==> src/rtl/mc_control.sv <==
// mc_control: multi-cycle MIPS control FSM. Sequences each instruction through
// fetch/decode/execute/memory/writeback, handshakes with a variable-latency
// memory and counts retired instructions.
module mc_control #(
  parameter int CNT_WIDTH = 32
) (
  input  logic                 clock,
  input  logic                 reset,
  input  logic [5:0]           opcode,
  input  logic [5:0]           funct,
  input  logic                 zero,
  input  logic                 mem_ready,
  output logic                 mem_req,
  output logic                 mem_we,
  output logic                 iord,
  output logic                 ir_write,
  output logic                 pc_write,
  output logic                 reg_write,
  output logic [1:0]           reg_dst,
  output logic [1:0]           mem_to_reg,
  output logic                 alu_src_a,
  output logic [1:0]           alu_src_b,
  output logic [1:0]           alu_op,
  output logic [1:0]           pc_src,
  output logic                 syscall,
  output logic                 illegal,
  output logic [3:0]           state,
  output logic [CNT_WIDTH-1:0] retired
);

  typedef enum logic [3:0] {
    FETCH  = 4'd0,  DECODE = 4'd1,  MEMADR = 4'd2,  MEMRD  = 4'd3,
    MEMWB  = 4'd4,  MEMWR  = 4'd5,  RTEXEC = 4'd6,  RTWB   = 4'd7,
    BRANCH = 4'd8,  JUMP   = 4'd9,  ADDIEX = 4'd10, ADDIWB = 4'd11,
    JR     = 4'd12, SYSC   = 4'd13, JAL    = 4'd14
  } stateT;

  localparam logic [5:0] OP_RTYPE = 6'h00;
  localparam logic [5:0] OP_LW    = 6'h23;
  localparam logic [5:0] OP_SW    = 6'h2B;
  localparam logic [5:0] OP_BEQ   = 6'h04;
  localparam logic [5:0] OP_BNE   = 6'h05;
  localparam logic [5:0] OP_ADDI  = 6'h08;
  localparam logic [5:0] OP_J     = 6'h02;
  localparam logic [5:0] OP_JAL   = 6'h03;
  localparam logic [5:0] FN_JR    = 6'h08;
  localparam logic [5:0] FN_SYSC  = 6'h0C;

  stateT                curState, nextState;
  logic                 isBne;      // opcode is don't-care in BRANCH, so remember beq/bne
  logic                 retireNow;
  logic [CNT_WIDTH-1:0] retiredCnt;

  // State register
  always_ff @(posedge clock or posedge reset) begin
    if (reset) curState <= FETCH;
    else       curState <= nextState;
  end

  // Capture the branch flavour while the opcode is still valid
  always_ff @(posedge clock or posedge reset) begin
    if (reset)                   isBne <= 1'b0;
    else if (curState == DECODE) isBne <= (opcode == OP_BNE);
  end

  // Retired-instruction counter, wraps naturally
  always_ff @(posedge clock or posedge reset) begin
    if (reset)          retiredCnt <= '0;
    else if (retireNow) retiredCnt <= retiredCnt + CNT_WIDTH'(1);
  end

  // Any return to FETCH from a final state retires; DECODE->FETCH is the illegal path
  assign retireNow = (nextState == FETCH) && (curState != FETCH) && (curState != DECODE);

  // Next-state and control outputs; everything is held low while reset is high
  always_comb begin
    nextState  = curState;
    mem_req    = 1'b0;
    mem_we     = 1'b0;
    iord       = 1'b0;
    ir_write   = 1'b0;
    pc_write   = 1'b0;
    reg_write  = 1'b0;
    reg_dst    = 2'd0;
    mem_to_reg = 2'd0;
    alu_src_a  = 1'b0;
    alu_src_b  = 2'd0;
    alu_op     = 2'b00;
    pc_src     = 2'd0;
    syscall    = 1'b0;
    illegal    = 1'b0;
    unique case (curState)
      FETCH: begin
        mem_req   = 1'b1;
        alu_src_b = 2'd1;
        ir_write  = mem_ready;
        pc_write  = mem_ready;
        if (mem_ready) nextState = DECODE;
      end
      DECODE: begin
        alu_src_b = 2'd3;
        unique case (opcode)
          OP_LW, OP_SW:   nextState = MEMADR;
          OP_RTYPE: begin
            if (funct == FN_JR)        nextState = JR;
            else if (funct == FN_SYSC) nextState = SYSC;
            else                       nextState = RTEXEC;
          end
          OP_BEQ, OP_BNE: nextState = BRANCH;
          OP_J:           nextState = JUMP;
          OP_JAL:         nextState = JAL;
          OP_ADDI:        nextState = ADDIEX;
          default: begin
            illegal   = 1'b1;
            nextState = FETCH;
          end
        endcase
      end
      MEMADR: begin
        alu_src_a = 1'b1;
        alu_src_b = 2'd2;
        nextState = (opcode == OP_SW) ? MEMWR : MEMRD;
      end
      MEMRD: begin
        mem_req = 1'b1;
        iord    = 1'b1;
        if (mem_ready) nextState = MEMWB;
      end
      MEMWB: begin
        reg_write  = 1'b1;
        mem_to_reg = 2'd1;
        nextState  = FETCH;
      end
      MEMWR: begin
        mem_req = 1'b1;
        mem_we  = 1'b1;
        iord    = 1'b1;
        if (mem_ready) nextState = FETCH;
      end
      RTEXEC: begin
        alu_src_a = 1'b1;
        alu_op    = 2'b10;
        nextState = RTWB;
      end
      RTWB: begin
        reg_write = 1'b1;
        reg_dst   = 2'd1;
        nextState = FETCH;
      end
      BRANCH: begin
        alu_src_a = 1'b1;
        alu_op    = 2'b01;
        pc_src    = 2'd1;
        pc_write  = isBne ? ~zero : zero;
        nextState = FETCH;
      end
      JUMP: begin
        pc_src    = 2'd2;
        pc_write  = 1'b1;
        nextState = FETCH;
      end
      JAL: begin
        pc_src     = 2'd2;
        pc_write   = 1'b1;
        reg_write  = 1'b1;
        reg_dst    = 2'd2;
        mem_to_reg = 2'd2;
        nextState  = FETCH;
      end
      JR: begin
        pc_src    = 2'd3;
        pc_write  = 1'b1;
        nextState = FETCH;
      end
      ADDIEX: begin
        alu_src_a = 1'b1;
        alu_src_b = 2'd2;
        nextState = ADDIWB;
      end
      ADDIWB: begin
        reg_write = 1'b1;
        nextState = FETCH;
      end
      SYSC: begin
        syscall   = 1'b1;
        nextState = FETCH;
      end
      default: nextState = FETCH;
    endcase
    if (reset) begin
      mem_req    = 1'b0;
      mem_we     = 1'b0;
      iord       = 1'b0;
      ir_write   = 1'b0;
      pc_write   = 1'b0;
      reg_write  = 1'b0;
      reg_dst    = 2'd0;
      mem_to_reg = 2'd0;
      alu_src_a  = 1'b0;
      alu_src_b  = 2'd0;
      alu_op     = 2'b00;
      pc_src     = 2'd0;
      syscall    = 1'b0;
      illegal    = 1'b0;
    end
  end

  assign state   = reset ? 4'd0 : curState;
  assign retired = retiredCnt;

endmodule

==> config.mk <==
export PLATFORM = sky130hd
export DESIGN_NAME = mc_control
export DESIGN_NICKNAME = d
export VERILOG_FILES = /design/src/rtl/mc_control.sv
export SDC_FILE = /design/constraint.sdc
export NUM_CORES = 1
export LEC_CHECK = 0
export BUFFER_PORTS_ARGS = -buffer_cell sky130_fd_sc_hd__buf_2
export CORE_ASPECT_RATIO = 2
export CORE_MARGIN = 1
export CORE_UTILIZATION = 46
export CTS_CLUSTER_SIZE = 12
export DETAILED_ROUTE_END_ITERATION = 7
export PLACE_DENSITY = 0.87
export SLEW_MARGIN = 10
export SYNTH_ARGS = -nofsm -noshare
export SYNTH_HDL_FRONTEND = slang
export SYNTH_SLANG_ARGS = --single-unit
export TNS_END_PERCENT = 30
==> constraint.sdc <==
create_clock -name clock -period 1.9 [get_ports clock]
set_clock_uncertainty 0.2 [all_clocks]
set_input_delay 0.095 -clock clock [delete_from_list [all_inputs] [get_ports clock]]
set_output_delay 0.095 -clock clock [all_outputs]
set_load 0.005 [all_outputs]
==> results of run 1 <==
cells in the mapped netlist, drive strengths merged (2+ instances only):
library cell   n
o21a           2
nor4           7
xor2          18
and4           3
or2            2
o22ai          2
o41ai          2
nor2          24
and2           2
nand3         12
o21ai          5
buf            4
o31ai          2
mux2i          2
inv            6
nand4          6
nor4b          2
a31oi          2
clkbuf         8
dfrtp         37
xnor2         16
a21oi          4
nand2b         5
nand2         21
a21o           2
nor3          12
and3          11
nor2b          6
per-layer routing:
| metal | vias up | routed length (um) | global-route usage (%) |
|---|---|---|---|
| met2 | 125 | 3980 | 48.6 |
| li1 | 1090 | - | - |
| met5 | - | 0 | 0 |
| met3 | 38 | 337 | 4.24 |
| met4 | 0 | 465 | 17.3 |
| met1 | 1149 | 2440 | 24.2 |
where the power goes:
part / total (mW) / internal (mW) / switching [mW]
Clock: 0.561 / 0.288 / 0.273
Sequential: 0.898 / 0.849 / 0.0485
Combinational: 1.10 / 0.521 / 0.580
registers in the layout (all words and copies together) (netlist names):
name and flops:
retired 32, isBne 1, curState 4
kinds of logic after synthesis:
group	Yosys count	share of synthesized area, %
flip-flops	37	41.6
buffers and inverters	18	3.66
AND/OR/NAND/NOR	115	28.9
adder cells (fa/ha/maj)	1	0.562
AO/OA/AOI/OAI	31	10.5
XOR/XNOR	34	13.4
multiplexers	3	1.41
through the flow:
step | std cells | setup WS [ns]
detailed placement | 386 | -0.00950
floorplan | 239 | 0.0165
finish | 418 | -0.0819
global placement | 386 | 0.0530
global route | 418 | -0.129
CTS | 400 | -0.0515
what timing repair did:
item	CTS	global route
gates resized for setup	16	26
endpoints found under the hold margin	39	0
cloned	0	2
hold buffers	5	0
setup buffers	2	16
setup endpoints to repair	15	27
pin swaps	5	14
tightest hold or removal path, cell delays in order:
cell     delay, ns
buf_2         0.14
or3_1         0.16
o41ai_1       0.09
path summary, 6_finish.rpt:
path	endpoint	startpoint	cells after the start	slack (ns)
min in group asynchronous	retired[17]$_DFFE_PP0P_	reset	5	0.52
max reg2reg	retired[15]$_DFFE_PP0P_	curState[1]$_DFF_PP0_	6	-0.05
max	pc_write	curState[3]$_DFF_PP0_	6	-0.08
min reg2reg	retired[31]$_DFFE_PP0P_	retired[31]$_DFFE_PP0P_	1	0.30
max in group asynchronous	curState[1]$_DFF_PP0_	reset	5	0.61
min	isBne$_DFFE_PP0P_	opcode[5]	3	0.03
final cells by class:
cell class	instances	area share, %
well taps	55	2.06
multi-input cells	185	41.3
clock buffers	7	2.58
repair buffers	128	25.6
flip-flops and latches	37	27.8
inverters	6	0.674
==> qor.log, run 1 <==
qor: worst_setup_path.critical-path-top-delay-family simple AND/OR/NAND/NOR gates
qor: synth.post-synth-top-area-fraction 41.6%
qor: clock_tree.cts_buffer_depth 2
qor: status.run_status complete, but fails checks
qor: synth.yosys.cell_types.count 51
qor: grt.first_global_vias 2214
qor: grt.grt_pass1_wl 9830 um
qor: power_and_ir_drop.totalPowerFinal 2.56 mW
qor: synth.postSynthAreaPerCell 9.31 um^2
qor: synth.syn-num-nets 256
qor: synth.yosys-top-cells-area dfrtp_1, xor2_1, xnor2_1
qor: worst_setup_path.cp-end-kind output pin
qor: floorplan.row_count 35
qor: grt.grt-ovfl-total 0
qor: finish.highest_count_cells_in_the_layout_ignoring_fill_and_taps buf_2, buf_4, dfrtp_1
qor: worst_setup_path.critical_path.cell_chain buf_6 > nor4_4 > nor2b_4 > and2_4 > a21o_1 > buf_2
qor: worst_setup_path.setup.worst_path.start_class flip-flop
qor: finish.num-nets-final 380
qor: timing.hold_violations 0
qor: timing.slew_headroom 68.6%
qor: floorplan.placeable_core_region 0.00464 mm^2
qor: clock_tree.clock_tree.htree_level_count 2
qor: timing.timing.hold.ws 0.0252 ns
qor: synth.ffs_w_async_s_r_synth 100%
qor: clock_tree.cts.sinks 37
qor: worst_setup_path.criticalPathCategory flip-flop to output pin
qor: finish.antenna_cells 0
qor: timing.report.final.setup_viol 12
qor: timing.fmax 0.505 GHz
qor: drt.antenna_left 0
qor: clock_tree.cts_clock_pin_slew_for_the_worst_setup_and_hold_paths 0.07 ns
qor: grt.grt_antenna_before_repair 0
qor: grt.pin_count_of_the_biggest_net_entering_global_routing 38
qor: worst_setup_path.data_required_time_at_the_worst_endpoint 1.60 ns
qor: synth.yosys_warnings 0
qor: place.dp_hpwl 4490 um
qor: finish.fillers 318
qor: worst_setup_path.cp_num_buf_inv 2
qor: drt.detailedRoute.firstPassIterationCount 4
qor: finish.mostFrequentLayoutCell buf_2
qor: synth.synth_area_leader_cell dfrtp_1
qor: power_and_ir_drop.vdd_drop_max 604 uV
qor: floorplan.initial_utilization 47.9%
qor: place.io_buffer_count 70
qor: floorplan.floorplan.die_area 0.00514 mm^2
qor: worst_setup_path.slowest_cell_delay_on_critical_path 0.46 ns
qor: grt.grt_usage 25.9%
qor: synth.postSynthRegisterBits 37
qor: place.placed_area 0.00284 mm^2
qor: timing.setup-tns-final -0.393 ns
qor: power_and_ir_drop.power.density_cell_area 766 mW/mm^2
qor: clock_tree.master_cell_of_the_clock_root_buffer clkbuf_8
qor: finish.areaGrowthSynthToFinish 50.3%
qor: synth.post_synth_design_cell_area 0.00222 mm^2
qor: timing.slew_violations 0
qor: power_and_ir_drop.power_leakage 1.78 nW
qor: clock_tree.tritoncts.num_buffers 5
qor: hold_path.hold_class primary input to flip-flop
qor: finish.post-route-cell-area 0.00334 mm^2
qor: floorplan.io_pins 71
qor: drt.dr.first_iter.drc_count 67
qor: synth.netlist_instances 239
qor: synth.synth_ff_type dfrtp_1
qor: finish.fraction_of_final_layout_cells_with_drive_strength_greater_than_1 45.2%
qor: worst_setup_path.arrival_time_at_the_worst_endpoint 1.69 ns
qor: drt.via_to_cell_ratio 5.75
qor: timing.rsz_0062_raised_after_global_routing true
qor: place.gp_congestion 0.861
qor: finish.multi_input_area 0.00138 mm^2
qor: worst_setup_path.worstPathMaxFanout 5
qor: synth.yosysSeqAreaShare 41.6%
qor: clock_tree.cts_tree yes
qor: drt.drc 0
qor: synth.synth_enable_flop_cells 0
qor: timing.worstMarginPinSlew 0.471 ns
qor: timing.min_period_over_period 104%
qor: drt.wl_cell 17.3 um
qor: finish.post-route-util 72.0%
qor: timing.fin_ws -0.0819 ns
qor: finish.area_of_all_sequential_standard_cells 931 um^2
qor: run.cap_viol_max_count 0
qor: floorplan.floorplan.die.height 100 um
qor: clock_tree.clk-insertion-delay-late 0.29 ns
qor: drt.route.final.wire_length 7220 um
qor: drt.dr_total_vias 2402
qor: worst_setup_path.critPathSlowestCell dfrtp_2
qor: status.violations_in_the_final_reports negative setup slack
qor: floorplan.die_w 51.2 um
qor: timing.final.min_clock_period 1.98 ns
(Power assumes the default switching activity.)
==> run 2, diff against run 1 <==
--- a/config.mk
+++ b/config.mk
@@ -5,6 +5,7 @@
 export SDC_FILE = /design/constraint.sdc
 export NUM_CORES = 1
 export LEC_CHECK = 0
+export ABC_CLOCK_PERIOD_IN_PS = 1900
 export BUFFER_PORTS_ARGS = -buffer_cell sky130_fd_sc_hd__buf_2
 export CORE_ASPECT_RATIO = 2
 export CORE_MARGIN = 1
==> constraint.sdc (replaced) <==
create_clock -name clock -period 1.9 [get_ports clock]
set_clock_uncertainty 0.2 [all_clocks]
set_input_delay 0.19 -clock clock [delete_from_list [all_inputs] [get_ports clock]]
set_output_delay 0.19 -clock clock [all_outputs]
set_load 0.005 [all_outputs]
==> run 2 against run 1 <==
  * First-iteration DRC count up 19%
  * Clock power up 11%
  * Via count down 1.7%
  * Largest power group unchanged
  * The run still ends with negative setup slack left
  * Largest cell class unchanged
  * Routed wire length up 0.62%
  * Global-route usage up 0.90 points
  * Sequential power about the same
  * Fmax down 4.9%
==> qor.log, run 2 (synthesized netlist as in run 1, its figures left out) <==
qor: drt.dr.first_iter.drc_count 80
qor: finish.antenna_cells 0
qor: place.gp_congestion 0.874
qor: timing.timing.hold.ws 0.0193 ns
qor: timing.slew_headroom 67.8%
qor: drt.antenna_left 0
qor: floorplan.floorplan.die_area 0.00514 mm^2
qor: hold_path.hold_class primary input to flip-flop
qor: finish.largest_register_ff_count 32
qor: timing.rsz_0062_raised_after_global_routing true
qor: finish.post-route-cell-area 0.00339 mm^2
qor: drt.detailedRoute.firstPassIterationCount 4
qor: grt.pin_count_of_the_biggest_net_entering_global_routing 38
qor: grt.grt_antenna_before_repair 0
qor: timing.final.min_clock_period 2.08 ns
qor: timing.report.final.setup_viol 16
qor: status.run_status complete, but fails checks
qor: drt.via_to_cell_ratio 5.70
qor: finish.mostFrequentLayoutCell buf_2
qor: clock_tree.clock_tree.htree_level_count 2
qor: worst_setup_path.r2r_cells 6
qor: worst_setup_path.data_required_time_at_the_worst_endpoint 1.51 ns
qor: floorplan.die_w 51.2 um
qor: clock_tree.cts.sinks 37
qor: finish.post-route-util 73.1%
qor: run.cap_viol_max_count 0
qor: finish.instances_no_fill 414
qor: grt.grt_pass1_wl 10300 um
qor: worst_setup_path.worstPathMaxFanout 8
qor: drt.wl_cell 17.5 um
qor: drt.drc 0
qor: place.dp_slack -0.0116 ns
qor: status.violations_in_the_final_reports negative setup slack
qor: timing.min_period_over_period 110%
qor: clock_tree.cts_clock_pin_slew_for_the_worst_setup_and_hold_paths 0.08 ns
qor: clock_tree.master_cell_of_the_clock_root_buffer clkbuf_8
qor: finish.fraction_of_final_layout_cells_with_drive_strength_greater_than_1 48.5%
qor: floorplan.io_pins 71
qor: finish.num-nets-final 375
qor: clock_tree.tritoncts.num_buffers 5
qor: floorplan.placeable_core_region 0.00464 mm^2
qor: place.dp_hpwl 4540 um
qor: place.io_buffer_count 70
qor: timing.slew_violations 0
qor: worst_setup_path.criticalPathCategory flip-flop to output pin
qor: grt.grt-ovfl-total 0
qor: timing.hold_violations 0
qor: clock_tree.cts_buffer_depth 2
qor: hold_path.hold_path_depth 3
qor: finish.areaGrowthSynthToFinish 52.6%
qor: floorplan.floorplan.die.height 100 um
qor: worst_setup_path.cp-end-kind output pin
qor: floorplan.row_count 35
qor: drt.dr_total_vias 2360
qor: timing.worstMarginPinSlew 0.483 ns
qor: timing.fin_ws -0.183 ns
qor: timing.fmax 0.480 GHz
qor: clock_tree.clk-insertion-delay-late 0.30 ns
qor: floorplan.initial_utilization 47.9%
qor: power_and_ir_drop.power.density_cell_area 793 mW/mm^2
qor: worst_setup_path.setup.worst_path.start_class flip-flop
qor: drt.route.final.wire_length 7260 um
qor: place.placed_area 0.00287 mm^2
qor: grt.grt_usage 26.8%
qor: power_and_ir_drop.vdd_drop_max 616 uV
qor: place.dpl.cell_count 390
qor: power_and_ir_drop.power_leakage 1.82 nW
qor: finish.highest_count_cells_in_the_layout_ignoring_fill_and_taps buf_2, buf_4, dfrtp_1
qor: grt.first_global_vias 2237
qor: worst_setup_path.arrival_time_at_the_worst_endpoint 1.69 ns
qor: clock_tree.cts_tree yes
-- run 2: cell types whose count changed in the layout (fill, tap and decap cells not counted), sizes merged --
| cell | before | now |
|---|---|---|
| buf | 122 | 120 |
| dlygate4sd3 | 5 | 3 |
| clkbuf | 8 | 7 |
| clkinv | 0 | 1 |
-- run 2: what timing repair did --
action / in CTS / in global routing
hold endpoints to repair: 38 / 0
setup endpoints to repair: 17 / 42
pin swaps: 9 / 15
hold buffers: 3 / 0
cloned: 0 / 1
setup buffers: 7 / 5
gates resized for setup: 28 / 42
-- run 2: worst paths after layout --
check / from / end / slack [ns]
max in group asynchronous: reset / curState[1]$_DFF_PP0_ / 0.57
setup reg to reg: retired[17]$_DFFE_PP0P_ / retired[31]$_DFFE_PP0P_ / -0.14
min in group asynchronous: reset / isBne$_DFFE_PP0P_ / 0.55
hold reg to reg: retired[31]$_DFFE_PP0P_ / retired[31]$_DFFE_PP0P_ / 0.28
setup / recovery: curState[3]$_DFF_PP0_ / reg_write / -0.18
hold / removal: opcode[0] / isBne$_DFFE_PP0P_ / 0.02
-- run 2: per-layer routing --
layer	vias to the layer above	global-route usage (%)	wire (um)
li1	1077	-	-
met1	1136	27.0	2510
met2	116	49.1	4000
met3	31	3.48	326
met4	0	17.3	427
met5	-	0	0
-- run 2: critical path, cell delays in order, from the launching register on --
cell and delay (ns):
dfrtp_2 0.45, buf_6 0.14, buf_8 0.14, xor2_2 0.14
nand2_1 0.07, o21ai_1 0.06, a21oi_1 0.18, nor2_1 0.07
buf_2 0.13
-- run 2: cell type report --
type                            instances  area (um^2)
Tap cell                               55         68.8
Sequential cell                        37          931
Clock inverter                          1         5.00
Timing Repair Buffer                  123          813
Fill cell                             316         1250
Clock buffer                            7         96.3
Inverter                                6         22.5
Multi-Input combinational cell        185         1460
-- run 2: where the power goes --
group          switching (mW)  internal, mW  leakage [nW]
clock network           0.294         0.328        0.0542
logic                   0.612         0.559          1.28
registers              0.0506         0.849         0.491
total                   0.956          1.74          1.82
-- run 2: through the flow --
step | setup TNS [ns] | power, mW
2_1_floorplan | 0 | 1.40
5_1_grt | -2.60 | 2.80
3_3_place_gp | 0 | 1.77
6_report | -1.23 | 2.69
4_1_cts | -0.567 | 2.54
3_5_place_dp | -0.0116 | 1.79
==> run 3, diff against run 2 <==
==> constraint.sdc (replaced) <==
create_clock -name clock -period 1.9 [get_ports clock]
set_clock_uncertainty 0.2 [all_clocks]
set_input_delay 0.38 -clock clock [delete_from_list [all_inputs] [get_ports clock]]
set_output_delay 0.38 -clock clock [all_outputs]
set_load 0.005 [all_outputs]
==> run 3 against run 2 <==
  * The run still ends with negative setup slack left
  * Routed wire length decreased by 3.7%
  * Worst setup slack got worse by 0.11 ns
  * Fmax down 5.1%
  * Hold slack gained 0.12 ns
  * Clock power decreased by 13%
  * Via count up 0.72%
  * Non-clock buffer count grew 7
  * Cell count grew 1.2%
  * Count of clock-buffer cells in the layout is the same
  * Core utilization shrank 1.0 points
  * Highest routed layer unchanged
==> qor.log, run 3 (synthesized netlist as in run 1, its figures left out) <==
qor: grt.grt-ovfl-total 0
qor: worst_setup_path.arrival_time_at_the_worst_endpoint 1.61 ns
qor: timing.final.min_clock_period 2.19 ns
qor: place.dp_hpwl 4710 um
qor: worst_setup_path.worst_r2r_startpoint curState[3]$_DFF_PP0_
qor: drt.dr.first_iter.drc_count 82
qor: power_and_ir_drop.power.density_cell_area 800 mW/mm^2
qor: worst_setup_path.slowest_cell_delay_on_critical_path 0.49 ns
qor: power_and_ir_drop.totalPowerFinal 2.68 mW
qor: finish.antenna_cells 0
qor: timing.fin_ws -0.295 ns
qor: floorplan.floorplan.die.height 100 um
qor: power_and_ir_drop.power_leakage 1.76 nW
qor: place.dp_slack -0.177 ns
qor: clock_tree.clk-insertion-delay-late 0.28 ns
qor: finish.fillers 328
qor: finish.num-nets-final 381
qor: drt.drc 0
qor: grt.pin_count_of_the_biggest_net_entering_global_routing 38
qor: floorplan.row_count 35
qor: timing.slew_headroom 68.6%
qor: finish.areaGrowthSynthToFinish 50.4%
qor: timing.slew_violations 0
qor: timing.fmax 0.456 GHz
qor: clock_tree.cts_tree yes
qor: worst_setup_path.timing.critical_path.from curState[2]$_DFF_PP0_
qor: grt.grt_usage 26.9%
qor: clock_tree.cts.sinks 37
qor: worst_setup_path.r2r_cells 7
qor: place.dpl.cell_count 399
qor: finish.highest_count_cells_in_the_layout_ignoring_fill_and_taps buf_2, buf_4, dfrtp_1
qor: clock_tree.clock_tree.htree_level_count 2
qor: worst_setup_path.critPathSlowestCell dfrtp_2
qor: clock_tree.cts_clock_pin_slew_for_the_worst_setup_and_hold_paths 0.07 ns
qor: finish.instances_no_fill 419
qor: status.run_status complete, but fails checks
qor: clock_tree.cts_buffer_depth 2
qor: worst_setup_path.critical_path.cell_chain buf_6 > xor2_1 > and3_1 > or2_4 > buf_6
qor: finish.mostFrequentLayoutCell buf_2
qor: floorplan.initial_utilization 47.9%
qor: floorplan.die_w 51.2 um
qor: drt.via_to_cell_ratio 5.67
qor: timing.min_period_over_period 116%
qor: drt.dr_total_vias 2377
qor: place.io_buffer_count 70
qor: floorplan.floorplan.die_area 0.00514 mm^2
qor: timing.hold_violations 0
qor: worst_setup_path.critical_path.reg2reg.endpoint retired[11]$_DFFE_PP0P_
qor: worst_setup_path.setup.reg_to_reg.worst_slack -0.15 ns
qor: grt.grt_pass1_wl 10400 um
qor: worst_setup_path.setup.worst_path.end mem_req
qor: worst_setup_path.setup.worst_path.start_class flip-flop
qor: power_and_ir_drop.vdd_drop_max 723 uV
qor: finish.area_of_all_sequential_standard_cells 931 um^2
qor: run.cap_viol_max_count 0
qor: place.gp_congestion 0.828
qor: finish.post-route-util 72.1%
qor: worst_setup_path.criticalPathCategory flip-flop to output pin
qor: drt.wl_cell 16.7 um
qor: floorplan.io_pins 71
qor: drt.route.final.wire_length 7000 um
qor: worst_setup_path.data_required_time_at_the_worst_endpoint 1.32 ns
qor: drt.detailedRoute.firstPassIterationCount 4
qor: grt.first_global_vias 2363
qor: timing.report.final.setup_viol 32
qor: status.violations_in_the_final_reports negative setup slack
qor: worst_setup_path.worstPathMaxFanout 6
qor: timing.rsz_0062_raised_after_global_routing true
qor: worst_setup_path.worst_path_most_repeated_cell buf_6
qor: grt.grt_antenna_before_repair 0
qor: worst_setup_path.cp-end-kind output pin
qor: timing.worstMarginPinSlew 0.471 ns
qor: floorplan.placeable_core_region 0.00464 mm^2
qor: clock_tree.tritoncts.num_buffers 5
qor: finish.multi_input_area 0.00139 mm^2
qor: finish.fraction_of_final_layout_cells_with_drive_strength_greater_than_1 48.6%
qor: drt.antenna_left 0
qor: hold_path.hold_class primary input to flip-flop
qor: finish.largest_register_ff_count 32
qor: clock_tree.master_cell_of_the_clock_root_buffer clkbuf_8
[run 3: changes by cell type in the layout (fill, tap and decap cells not counted), moves of 2 or more]
cell	previous run	this run
buf_4	39	52
dlygate4sd3_1	3	0
nand2_2	1	3
nand2_4	2	0
nand3_2	0	2
nor2_1	17	20
nor2_2	3	0
nor3_1	5	8
nor3_4	3	0
[run 3: repair_timing]
item	CTS	global route
hold buffers	0	0
buffers inserted	6	7
gates resized for setup	25	29
setup endpoints to repair	24	41
pin swaps	9	11
[run 3: how the worst min path moves through the flow]
stage	startpoint	endpoint	slack, ns	cells past startpoint
after floorplan	reset	curState[0]$_DFF_PP0_	0.14	1
after global routing	opcode[4]	isBne$_DFFE_PP0P_	0.14	2
after global placement	retired[31]$_DFFE_PP0P_	retired[31]$_DFFE_PP0P_	0.26	1
after CTS	opcode[4]	isBne$_DFFE_PP0P_	0.13	2
final	opcode[4]	isBne$_DFFE_PP0P_	0.14	2
after detailed placement	retired[31]$_DFFE_PP0P_	retired[31]$_DFFE_PP0P_	0.26	1
[run 3: final cells by class]
cell class	count	share of cell area, %
clock buffer	7	2.58
sequential	37	27.8
multi-input combinational	184	41.4
tap	55	2.06
timing repair buffer	130	25.4
inverter	6	0.785
[run 3: power breakdown]
group / total [mW] / leakage (nW) / switching [mW] / internal (mW)
clock: 0.541 / 0.0443 / 0.253 / 0.287
combinational: 1.22 / 1.23 / 0.615 / 0.603
sequential: 0.918 / 0.491 / 0.0680 / 0.850
[run 3: stage by stage]
| stage | setup TNS (ns) | instance area [um^2] | hold WS, ns |
|---|---|---|---|
| 2_1_floorplan | -0.171 | 2230 | 0.144 |
| 3_3_place_gp | -0.113 | 2940 | 0.258 |
| 3_5_place_dp | -0.537 | 2940 | 0.260 |
| 4_1_cts | -2.61 | 3160 | 0.135 |
| 5_1_grt | -7.94 | 3350 | 0.144 |
| 6_report | -3.92 | 3350 | 0.138 |
[run 3: metal layers]
metal	up-vias	GRT usage (%)	wire length, um
li1	1082	-	-
met1	1139	25.5	2320
met2	119	51.5	3920
met3	37	3.94	301
met4	0	15.6	463
met5	-	0	0
[run 3: critical path: cells and delay by family, from the launching register on]
family,cells,cell delay [ns]
buf+inv,2,0.27
simple gates,2,0.43
flops,1,0.49
xor+xnor,1,0.13
